$ cat config.mk
export PLATFORM = sky130hd
export DESIGN_NAME = change_dispenser
export DESIGN_NICKNAME = d
export VERILOG_FILES = /design/src/rtl/vend_pkg.sv /design/src/rtl/pulse_timer.sv /design/src/rtl/change_dispenser.sv
export SDC_FILE = /design/constraint.sdc
export NUM_CORES = 1
export LEC_CHECK = 0
export CORE_UTILIZATION = 45
export DETAILED_ROUTE_END_ITERATION = 10
export PLACE_DENSITY = 0.69
export SYNTH_ARGS = -nofsm -noshare
export SYNTH_HDL_FRONTEND = slang
export SYNTH_SLANG_ARGS = --single-unit
export TNS_END_PERCENT = 100
$ cat constraint.sdc
create_clock -name clk -period 2.85 [get_ports clk]
set_input_delay 0.57 -clock clk [delete_from_list [all_inputs] [get_ports clk]]
set_output_delay 0.57 -clock clk [all_outputs]
set_load 0.01 [all_outputs]
$ cat src/rtl/vend_pkg.sv
// Shared vending definitions: coin values, default amount width, dispenser FSM states.
// Latency: n/a (declarations only).
// Backpressure: n/a.
package vend_pkg;

  localparam int COIN5_VAL  = 5;
  localparam int COIN10_VAL = 10;

  // Default width of amount / dispensed fields across the vending blocks.
  localparam int DEF_COIN_W = 5;

  typedef enum logic [2:0] {
    IDLE    = 3'd0,
    SELECT  = 3'd1,
    EJECT10 = 3'd2,
    EJECT5  = 3'd3,
    GAP     = 3'd4,
    FINISH  = 3'd5
  } disp_state_t;

endpackage

$ cat src/rtl/pulse_timer.sv
// Loadable down-counter that times the eject strobe and the inter-coin gap.
// Latency: expired rises load_val cycles after the load edge (load_val=0 -> expired next cycle).
// Backpressure: none; load always wins over counting.
//   clk, reset : clock, synchronous active-high reset
//   load       : restart the count from load_val
//   load_val   : cycles to run after the load cycle
//   expired    : count has reached zero
module pulse_timer #(
  parameter int W = 3
) (
  input  logic         clk,
  input  logic         reset,
  input  logic         load,
  input  logic [W-1:0] load_val,
  output logic         expired
);

  logic [W-1:0] r_cnt;

  always_ff @(posedge clk) begin
    if (reset) begin
      r_cnt <= '0;
    end else if (load) begin
      r_cnt <= load_val;
    end else if (r_cnt != '0) begin
      r_cnt <= r_cnt - 1'b1;
    end
  end

  assign expired = (r_cnt == '0);

endmodule

$ cat src/rtl/change_dispenser.sv
// Coin-return unit: splits a change request into 10/5-rupee coins (largest first) and strobes the hoppers.
// Latency: first strobe 2 cycles after accept; 7 cycles per coin; done 2 cycles after the last gap.
// Backpressure: req_ready is high only in IDLE; one request in flight at a time.
//   req_valid/req_ready/req_amount : change request handshake
//   eject_10/eject_5               : hopper strobes, PULSE_CYCLES high then GAP_CYCLES low
//   done/dispensed/shortfall       : completion pulse and held result of the last request
//   refill_valid/refill_10/refill_5: saturating hopper top-up, honoured in IDLE only
//   cnt10/cnt5/busy                : live inventory and activity status
module change_dispenser
  import vend_pkg::*;
#(
  parameter int COIN_W       = DEF_COIN_W,
  parameter int INV_W        = 8,
  parameter int PULSE_CYCLES = 4,
  parameter int GAP_CYCLES   = 2,
  parameter int INIT_CNT10   = 20,
  parameter int INIT_CNT5    = 20
) (
  input  logic              clk,
  input  logic              reset,
  input  logic              req_valid,
  output logic              req_ready,
  input  logic [COIN_W-1:0] req_amount,
  output logic              eject_10,
  output logic              eject_5,
  output logic              done,
  output logic [COIN_W-1:0] dispensed,
  output logic              shortfall,
  input  logic              refill_valid,
  input  logic [INV_W-1:0]  refill_10,
  input  logic [INV_W-1:0]  refill_5,
  output logic [INV_W-1:0]  cnt10,
  output logic [INV_W-1:0]  cnt5,
  output logic              busy
);

  localparam int TMR_MAX = (PULSE_CYCLES > GAP_CYCLES) ? PULSE_CYCLES : GAP_CYCLES;
  localparam int TMR_W   = $clog2(TMR_MAX + 1);

  disp_state_t       r_state;
  logic              r_req_ready;
  logic              r_busy;
  logic              r_eject_10;
  logic              r_eject_5;
  logic              r_done;
  logic              r_shortfall;
  logic [COIN_W-1:0] r_remaining;
  logic [COIN_W-1:0] r_dispensed;
  logic [INV_W-1:0]  r_cnt10;
  logic [INV_W-1:0]  r_cnt5;

  logic              w_take10;
  logic              w_take5;
  logic              w_tmr_load;
  logic [TMR_W-1:0]  w_tmr_val;
  logic              w_expired;
  logic [INV_W:0]    w_sum10;
  logic [INV_W:0]    w_sum5;
  logic [INV_W-1:0]  w_fill10;
  logic [INV_W-1:0]  w_fill5;

  // Coin choice only ever subtracts what the guard proves is available.
  assign w_take10 = (r_remaining >= COIN_W'(COIN10_VAL)) && (r_cnt10 != '0);
  assign w_take5  = (r_remaining >= COIN_W'(COIN5_VAL))  && (r_cnt5  != '0);

  // One extra bit catches the carry so the counters clamp at all-ones.
  assign w_sum10  = {1'b0, r_cnt10} + {1'b0, refill_10};
  assign w_sum5   = {1'b0, r_cnt5}  + {1'b0, refill_5};
  assign w_fill10 = w_sum10[INV_W] ? {INV_W{1'b1}} : w_sum10[INV_W-1:0];
  assign w_fill5  = w_sum5[INV_W]  ? {INV_W{1'b1}} : w_sum5[INV_W-1:0];

  // Timer is reloaded on the edge that enters EJECT* or GAP; the loaded value
  // is one less than the duration because the entry cycle itself counts.
  always_comb begin
    w_tmr_load = 1'b0;
    w_tmr_val  = '0;
    case (r_state)
      SELECT: begin
        if (w_take10 || w_take5) begin
          w_tmr_load = 1'b1;
          w_tmr_val  = TMR_W'(PULSE_CYCLES - 1);
        end
      end
      EJECT10, EJECT5: begin
        if (w_expired) begin
          w_tmr_load = 1'b1;
          w_tmr_val  = TMR_W'(GAP_CYCLES - 1);
        end
      end
      default: ;
    endcase
  end

  pulse_timer #(.W(TMR_W)) u_timer (
    .clk      (clk),
    .reset    (reset),
    .load     (w_tmr_load),
    .load_val (w_tmr_val),
    .expired  (w_expired)
  );

  always_ff @(posedge clk) begin
    if (reset) begin
      r_state     <= IDLE;
      r_req_ready <= 1'b1;
      r_busy      <= 1'b0;
      r_eject_10  <= 1'b0;
      r_eject_5   <= 1'b0;
      r_done      <= 1'b0;
      r_shortfall <= 1'b0;
      r_remaining <= '0;
      r_dispensed <= '0;
      r_cnt10     <= INV_W'(INIT_CNT10);
      r_cnt5      <= INV_W'(INIT_CNT5);
    end else begin
      r_done <= 1'b0;
      case (r_state)
        IDLE: begin
          if (refill_valid) begin
            r_cnt10 <= w_fill10;
            r_cnt5  <= w_fill5;
          end
          if (req_valid && r_req_ready) begin
            r_remaining <= req_amount;
            r_dispensed <= '0;
            r_shortfall <= 1'b0;
            r_req_ready <= 1'b0;
            r_busy      <= 1'b1;
            r_state     <= SELECT;
          end
        end
        SELECT: begin
          // Inventory and totals are booked as the strobe rises.
          if (w_take10) begin
            r_state     <= EJECT10;
            r_eject_10  <= 1'b1;
            r_cnt10     <= r_cnt10 - 1'b1;
            r_remaining <= r_remaining - COIN_W'(COIN10_VAL);
            r_dispensed <= r_dispensed + COIN_W'(COIN10_VAL);
          end else if (w_take5) begin
            r_state     <= EJECT5;
            r_eject_5   <= 1'b1;
            r_cnt5      <= r_cnt5 - 1'b1;
            r_remaining <= r_remaining - COIN_W'(COIN5_VAL);
            r_dispensed <= r_dispensed + COIN_W'(COIN5_VAL);
          end else begin
            r_state     <= FINISH;
            r_done      <= 1'b1;
            r_shortfall <= (r_remaining != '0);
          end
        end
        EJECT10, EJECT5: begin
          if (w_expired) begin
            r_eject_10 <= 1'b0;
            r_eject_5  <= 1'b0;
            r_state    <= GAP;
          end
        end
        GAP: begin
          if (w_expired) begin
            r_state <= SELECT;
          end
        end
        FINISH: begin
          r_state     <= IDLE;
          r_req_ready <= 1'b1;
          r_busy      <= 1'b0;
        end
        default: begin
          r_state <= IDLE;
        end
      endcase
    end
  end

  assign req_ready = r_req_ready;
  assign busy      = r_busy;
  assign eject_10  = r_eject_10;
  assign eject_5   = r_eject_5;
  assign done      = r_done;
  assign dispensed = r_dispensed;
  assign shortfall = r_shortfall;
  assign cnt10     = r_cnt10;
  assign cnt5      = r_cnt5;

endmodule

Yosys cells after proc, flatten, opt, wreduce, memory -nomap -nowiden --
Index checks and enable logic that the tools add are counted.
Cells by class: add/sub/neg operators 9, $mul 0, div/mod/pow operators 0, order comparisons 2, equality and inequality tests 14, shift operators 0, mux-type cells 45, bitwise operators 1, reductions and logical operators 24
Operator list (number):
- $mux W8 | 7
- $pmux W8 S2 | 2
- $mux W5 | 6
- $mux W3 | 7
- $pmux W5 S2 | 2
- $add A8 B8 Y9 | 2
- $reduce_bool A8 Y1 | 2
- $sub A8 B1 Y8 const B | 2
- $mux W1 | 12
- $ne A2 B2 Y1 const B | 6
- $pmux W1 S2 | 6
- $pmux W3 S4 | 1
- $reduce_and A3 Y1 | 4
- $reduce_and A4 Y1 | 3
- $reduce_bool A2 Y1 | 4
- $eq A3 B2 Y1 const B | 2
- $eq A3 B3 Y1 const B | 2
- $logic_not A3 Y1 | 2
- $add A5 B3 Y5 const B | 1
- $add A5 B4 Y5 const B | 1
- $ge A5 B3 Y1 const B | 1
- $ge A5 B4 Y1 const B | 1
- $reduce_bool A5 Y1 | 1
- $sub A5 B3 Y5 const B | 1
- 14 further kinds | 17
Word-level totals: register bits after elaboration 38, latch bits 0, bits in writable memories 0, bits in read-only memories 0, input port bits 25, output and inout port bits 27, logic and storage cells 107, memories 0

Longest topological paths before layout --
word-level depth 6, mapped depth 9, depth with buffers taken out 8

By module --
From an unflattened synthesis, not the netlist that was laid out.
Unflattened totals: cell total of the unflattened synthesis 409, area, all modules 3259.4 µm²
By module, submodules not included:
- change_dispenser | times used 1, cells each 387, area each 3052.9 µm², sequential area each 700.7 µm²
- pulse_timer | times used 1, cells each 22, area each 206.4 µm², sequential area each 60.1 µm²

Worst setup path after synthesis --
No wires, ideal clock.
path kind input port to flip-flop, start point input port refill_10[0], end point register r_cnt10[5] (netlist: cnt10[5]), setup time 0.140 ns, arrival time 2.535 ns, data required time 2.710 ns, slack 0.175 ns, stages on the path 9, buffers on the path 1, path through ha_1 fa_1 a211o_1 a211oi_1 a21oi_1 or3_1 clkbuf_1 o21ai_0 a221oi_1
Between the ends: longest elaborated chain between the ends 4
RTL lines:
- from (decl) | RTL line change_dispenser.sv:30 | input logic [INV_W-1:0] refill_10,
- $add A8 B8 Y9 | RTL line change_dispenser.sv:67 | assign w_sum10 = {1'b0, r_cnt10} + {1'b0, refill_10};
- $mux W8 | RTL line change_dispenser.sv:69 | assign w_fill10 = w_sum10[INV_W] ? {INV_W{1'b1}} : w_sum10[INV_W-1:0];
- $mux W8 | RTL line change_dispenser.sv:119 | if (refill_valid) begin
- $pmux W8 S2 | RTL line change_dispenser.sv:117 | case (r_state)
- to (signal assigned) | RTL line change_dispenser.sv:113 | r_cnt10 <= INV_W'(INIT_CNT10);
- to (signal assigned) | RTL line change_dispenser.sv:120 | r_cnt10 <= w_fill10;
- to (signal assigned) | RTL line change_dispenser.sv:137 | r_cnt10 <= r_cnt10 - 1'b1;
- to (decl) | RTL line change_dispenser.sv:49 | logic [INV_W-1:0] r_cnt10;
No other way between the ends. The select of a mux whose other input is x is not followed. A chain may end at the register's enable or synchronous reset.

Worst setup path in the final report --
Same ends and word-level chain as after synthesis.

==> results.md <==
* Area growth from synthesis to final layout at 26.9%
* Highest achievable clock rate at ~0.36 GHz
* Shortest clock period the worst path allows after layout at between 2 and 3 ns
* Reg2reg start: r_remaining[1]
* HPWL after DPL at around 5900 um
* Final period util at 96.2%
* Share of Yosys cell area claimed by the top area cell type at between 20% and 30%
* Number of buffers on the longest clock path at 2
* Skew-Pair Late Insertion Delay at 0.30 ns
* Most used flip-flop cell after synthesis: sky130_fd_sc_hd__dfxtp_1
* Relative slew slack at around three fifths
* Setup Skew at about 0.0073 ns
* Number of primary I/O pins at 52
* Setup Buffers After CTS at 0
* Global-route wire length before repair at between 10000 and 15000 um
* Total number of vias at around 3200
* Max rail drop VDD at ~0.0006 V
* Setup repair after global routing missed its margin: false
* Share of final-layout standard cells stronger than drive strength 1 at ~11%
* Critical path class: in -> reg
* Worst setup slack after placement at -0.327 ns
* Cell types occupying the most area after synthesis: sky130_fd_sc_hd__dfxtp_1, sky130_fd_sc_hd__ha_1, sky130_fd_sc_hd__a21oi_1
* Chip Height at 85.8 um
* Total of endpoints with negative setup slack in the final report at 0
* Slew at the pin closest to its max-slew limit at about 0.57 ns
* Min-Delay Path Class: reg -> reg
* Power density over the cells at between 1000 and 1500 nW/um^2
* Post-synthesis sequential area ratio at 24.1%
* Router iterations before antenna repair at 5
* Cell area after technology mapping at 3160 um^2
* Element type at the critical path end: flop
* Drc violations at 0
* Effective utilization at floorplan at between 40% and 50%
* Number of max-capacitance violations reported at 0
* Clock transition at path regs at approximately 0.08 ns
* Number of global-route vias before repair at 2901
* Post-CTS Hold Buffers at 0
* Number of storage elements in the synthesis netlist at 38
* TritonCTS clock tree: done
* Number of enable-type register cells in the synthesized netlist at 0
* Count of clock tree sinks at 38
* Diodes inserted at 0
* Total wire length after detailed routing at 8070 um
* Post-synth top area cell: sky130_fd_sc_hd__dfxtp_1
* Worst endpoint data arrival time at between 2 and 3 ns
* Floorplan Core Area at a little under 7000 um^2
* Run status: completed
* Yosys synthesis warning count at 0
* Critical path launch point: refill_10[0]
* Number of buffers inserted during clock tree synthesis at 5
* Critical path fanouts, max at 7
* Initial DRC Count at 180
* Floorplan die width at roughly 86 um
* Total GRT Usage at between 20% and 30%
* Category of the worst setup path launch point: input port
* Endpoints failing hold at 0
* Maximum number of pins on one net before global-route repair at 20
* Routed wirelength normalized by instance count at ~15 um
* Number of instances in the synthesized netlist at between 300 and 400
* Average vias per placed instance at between 5 and 6
* Start point of the worst min-delay path: eject_10
* Final TNS setup at 0 ns
* H-tree depth at 2
* Count of nets left with antenna violations after detail routing at 0
* Number of max-slew violations in the final report at 0
* Input/output buffers at between 50 and 60
* Cell at the root of the clock tree: sky130_fd_sc_hd__clkbuf_8
* Antenna violations before repair at 0
* Worst Slack Setup Final at about 0.11 ns
* FF-to-FF path depth at 8
* FFs w/ async S/R, synth at 0%
* FP Rows at 30
* Final layout net count at 512
* Worst path required time at 3.02 ns
* Final Power at 0.00440 W
* Avg Inst Size Synth at 8.00 um^2
* Die area at around 7400 um^2
* Syn Nets at about 450
* Distinct cell type count after synthesis at 76
* Global route total overflow at 0
* Count of cells along the worst hold path at 1
* Leak pwr at between 1.5 and 2 nW
* GPL Wtd Cong at 0.840
## power breakdown
part	switching [W]	total, W	leakage [nW]	internal (W)
logic	0.00157	0.00283	1.15	0.00126
clock network	0.000213	0.000564	0.0683	0.000351
registers	0.000285	0.00101	0.312	0.000724
## synthesized netlist by cell type, types with 3 or more instances
library cell / number
sky130_fd_sc_hd__o21ai_0: 27
sky130_fd_sc_hd__nor3_1: 10
sky130_fd_sc_hd__a211oi_1: 10
sky130_fd_sc_hd__o22ai_1: 3
sky130_fd_sc_hd__o21ai_1: 3
sky130_fd_sc_hd__xor2_1: 6
sky130_fd_sc_hd__or3_1: 5
sky130_fd_sc_hd__nand2_1: 35
sky130_fd_sc_hd__inv_1: 17
sky130_fd_sc_hd__nor2b_1: 3
sky130_fd_sc_hd__or4_1: 4
sky130_fd_sc_hd__nand3_1: 11
sky130_fd_sc_hd__ha_1: 30
sky130_fd_sc_hd__a21oi_1: 34
sky130_fd_sc_hd__buf_2: 7
sky130_fd_sc_hd__xnor2_1: 9
sky130_fd_sc_hd__nand2b_1: 3
sky130_fd_sc_hd__clkbuf_1: 9
sky130_fd_sc_hd__a22oi_1: 3
sky130_fd_sc_hd__nor2_1: 35
sky130_fd_sc_hd__o21bai_1: 4
sky130_fd_sc_hd__o21a_1: 10
sky130_fd_sc_hd__dfxtp_1: 38
sky130_fd_sc_hd__a21o_1: 4
sky130_fd_sc_hd__a31oi_1: 6
sky130_fd_sc_hd__a221oi_1: 3
sky130_fd_sc_hd__o211ai_1: 5
## worst paths after layout
kind | to | slack (ns)
min reg2reg | eject_10 | 0.47
max reg2reg | r_remaining[1] | 0.41
max | cnt10[5] | 0.11
min | eject_10 | 0.47
## sequential cells by signal, summed over array words and instances (netlist names)
name / flops
busy: 1
cnt10: 8
cnt5: 8
dispensed: 5
done: 1
eject_10: 1
eject_5: 1
r_remaining: 5
r_state: 3
req_ready: 1
shortfall: 1
u_timer.r_cnt: 3
## cells by family after synthesis
logic type / after synthesis / synth area share (%)
xor+xnor: 15 / 4.16
compound gates: 145 / 32.1
fa+ha+maj: 32 / 13.2
buf+inv: 34 / 4.44
mux: 3 / 0.990
simple gates: 128 / 21.0
flops: 38 / 24.1
## routing by layer
metal	vias up	wire length, um	track usage [%]
met5	-	0	0
met4	0	60	7.27
met3	4	356	3.27
met2	84	3810	37.2
met1	1508	3840	31.1
li1	1597	-	-
## cells in the final DEF (no fill, tap or decap), types with 4 or more instances in the layout
cell / n
sky130_fd_sc_hd__clkdlybuf4s50_1: 51
sky130_fd_sc_hd__dfxtp_1: 38
sky130_fd_sc_hd__nand2_1: 35
sky130_fd_sc_hd__nor2_1: 35
sky130_fd_sc_hd__a21oi_1: 34
sky130_fd_sc_hd__ha_1: 30
sky130_fd_sc_hd__o21ai_0: 24
sky130_fd_sc_hd__buf_4: 19
sky130_fd_sc_hd__inv_1: 17
sky130_fd_sc_hd__nand3_1: 11
sky130_fd_sc_hd__nor3_1: 10
sky130_fd_sc_hd__o21a_1: 10
sky130_fd_sc_hd__a211oi_1: 9
sky130_fd_sc_hd__xnor2_1: 9
sky130_fd_sc_hd__xor2_1: 6
sky130_fd_sc_hd__o21ai_1: 6
sky130_fd_sc_hd__a31oi_1: 6
sky130_fd_sc_hd__o211ai_1: 5
sky130_fd_sc_hd__clkbuf_8: 5
sky130_fd_sc_hd__or4_1: 4
sky130_fd_sc_hd__o21bai_1: 4
sky130_fd_sc_hd__a21o_1: 4
sky130_fd_sc_hd__or3_1: 4
## stage by stage
step	std cells	util [%]	area, um^2	hold slack (ns)
3_5_place_dp	544	56.8	3860	0.452
3_3_place_gp	544	56.8	3860	0.451
4_1_cts	552	58.9	4000	0.472
6_report	552	59.0	4010	0.471
5_1_grt	552	59.0	4010	0.484
2_1_floorplan	395	-	3160	0.487
## area by class of cell
| type | count | area, um^2 |
|---|---|---|
| Clock inverter | 3 | 68.8 |
| Fill cell | 617 | 2790 |
| Clock buffer | 5 | 68.8 |
| Inverter | 17 | 63.8 |
| Sequential cell | 38 | 761 |
| Tap cell | 96 | 120 |
| Timing Repair Buffer | 70 | 653 |
| Multi-Input combinational cell | 323 | 2270 |
## critical path, stage by stage
cell,delay (ns)
sky130_fd_sc_hd__clkdlybuf4s50_1,0.40
sky130_fd_sc_hd__ha_1,0.22
sky130_fd_sc_hd__fa_1,0.39
sky130_fd_sc_hd__a211o_1,0.34
sky130_fd_sc_hd__a211oi_2,0.21
sky130_fd_sc_hd__a21oi_1,0.10
sky130_fd_sc_hd__or3_4,0.38
sky130_fd_sc_hd__o21ai_0,0.19
sky130_fd_sc_hd__a221oi_1,0.09
## timing repair
action                     4_1_cts  5_1_grt
setup endpoints to repair        2        8
gates resized for setup          1        4
pin swaps                        0        0
Power figures use the tool's default switching activity.
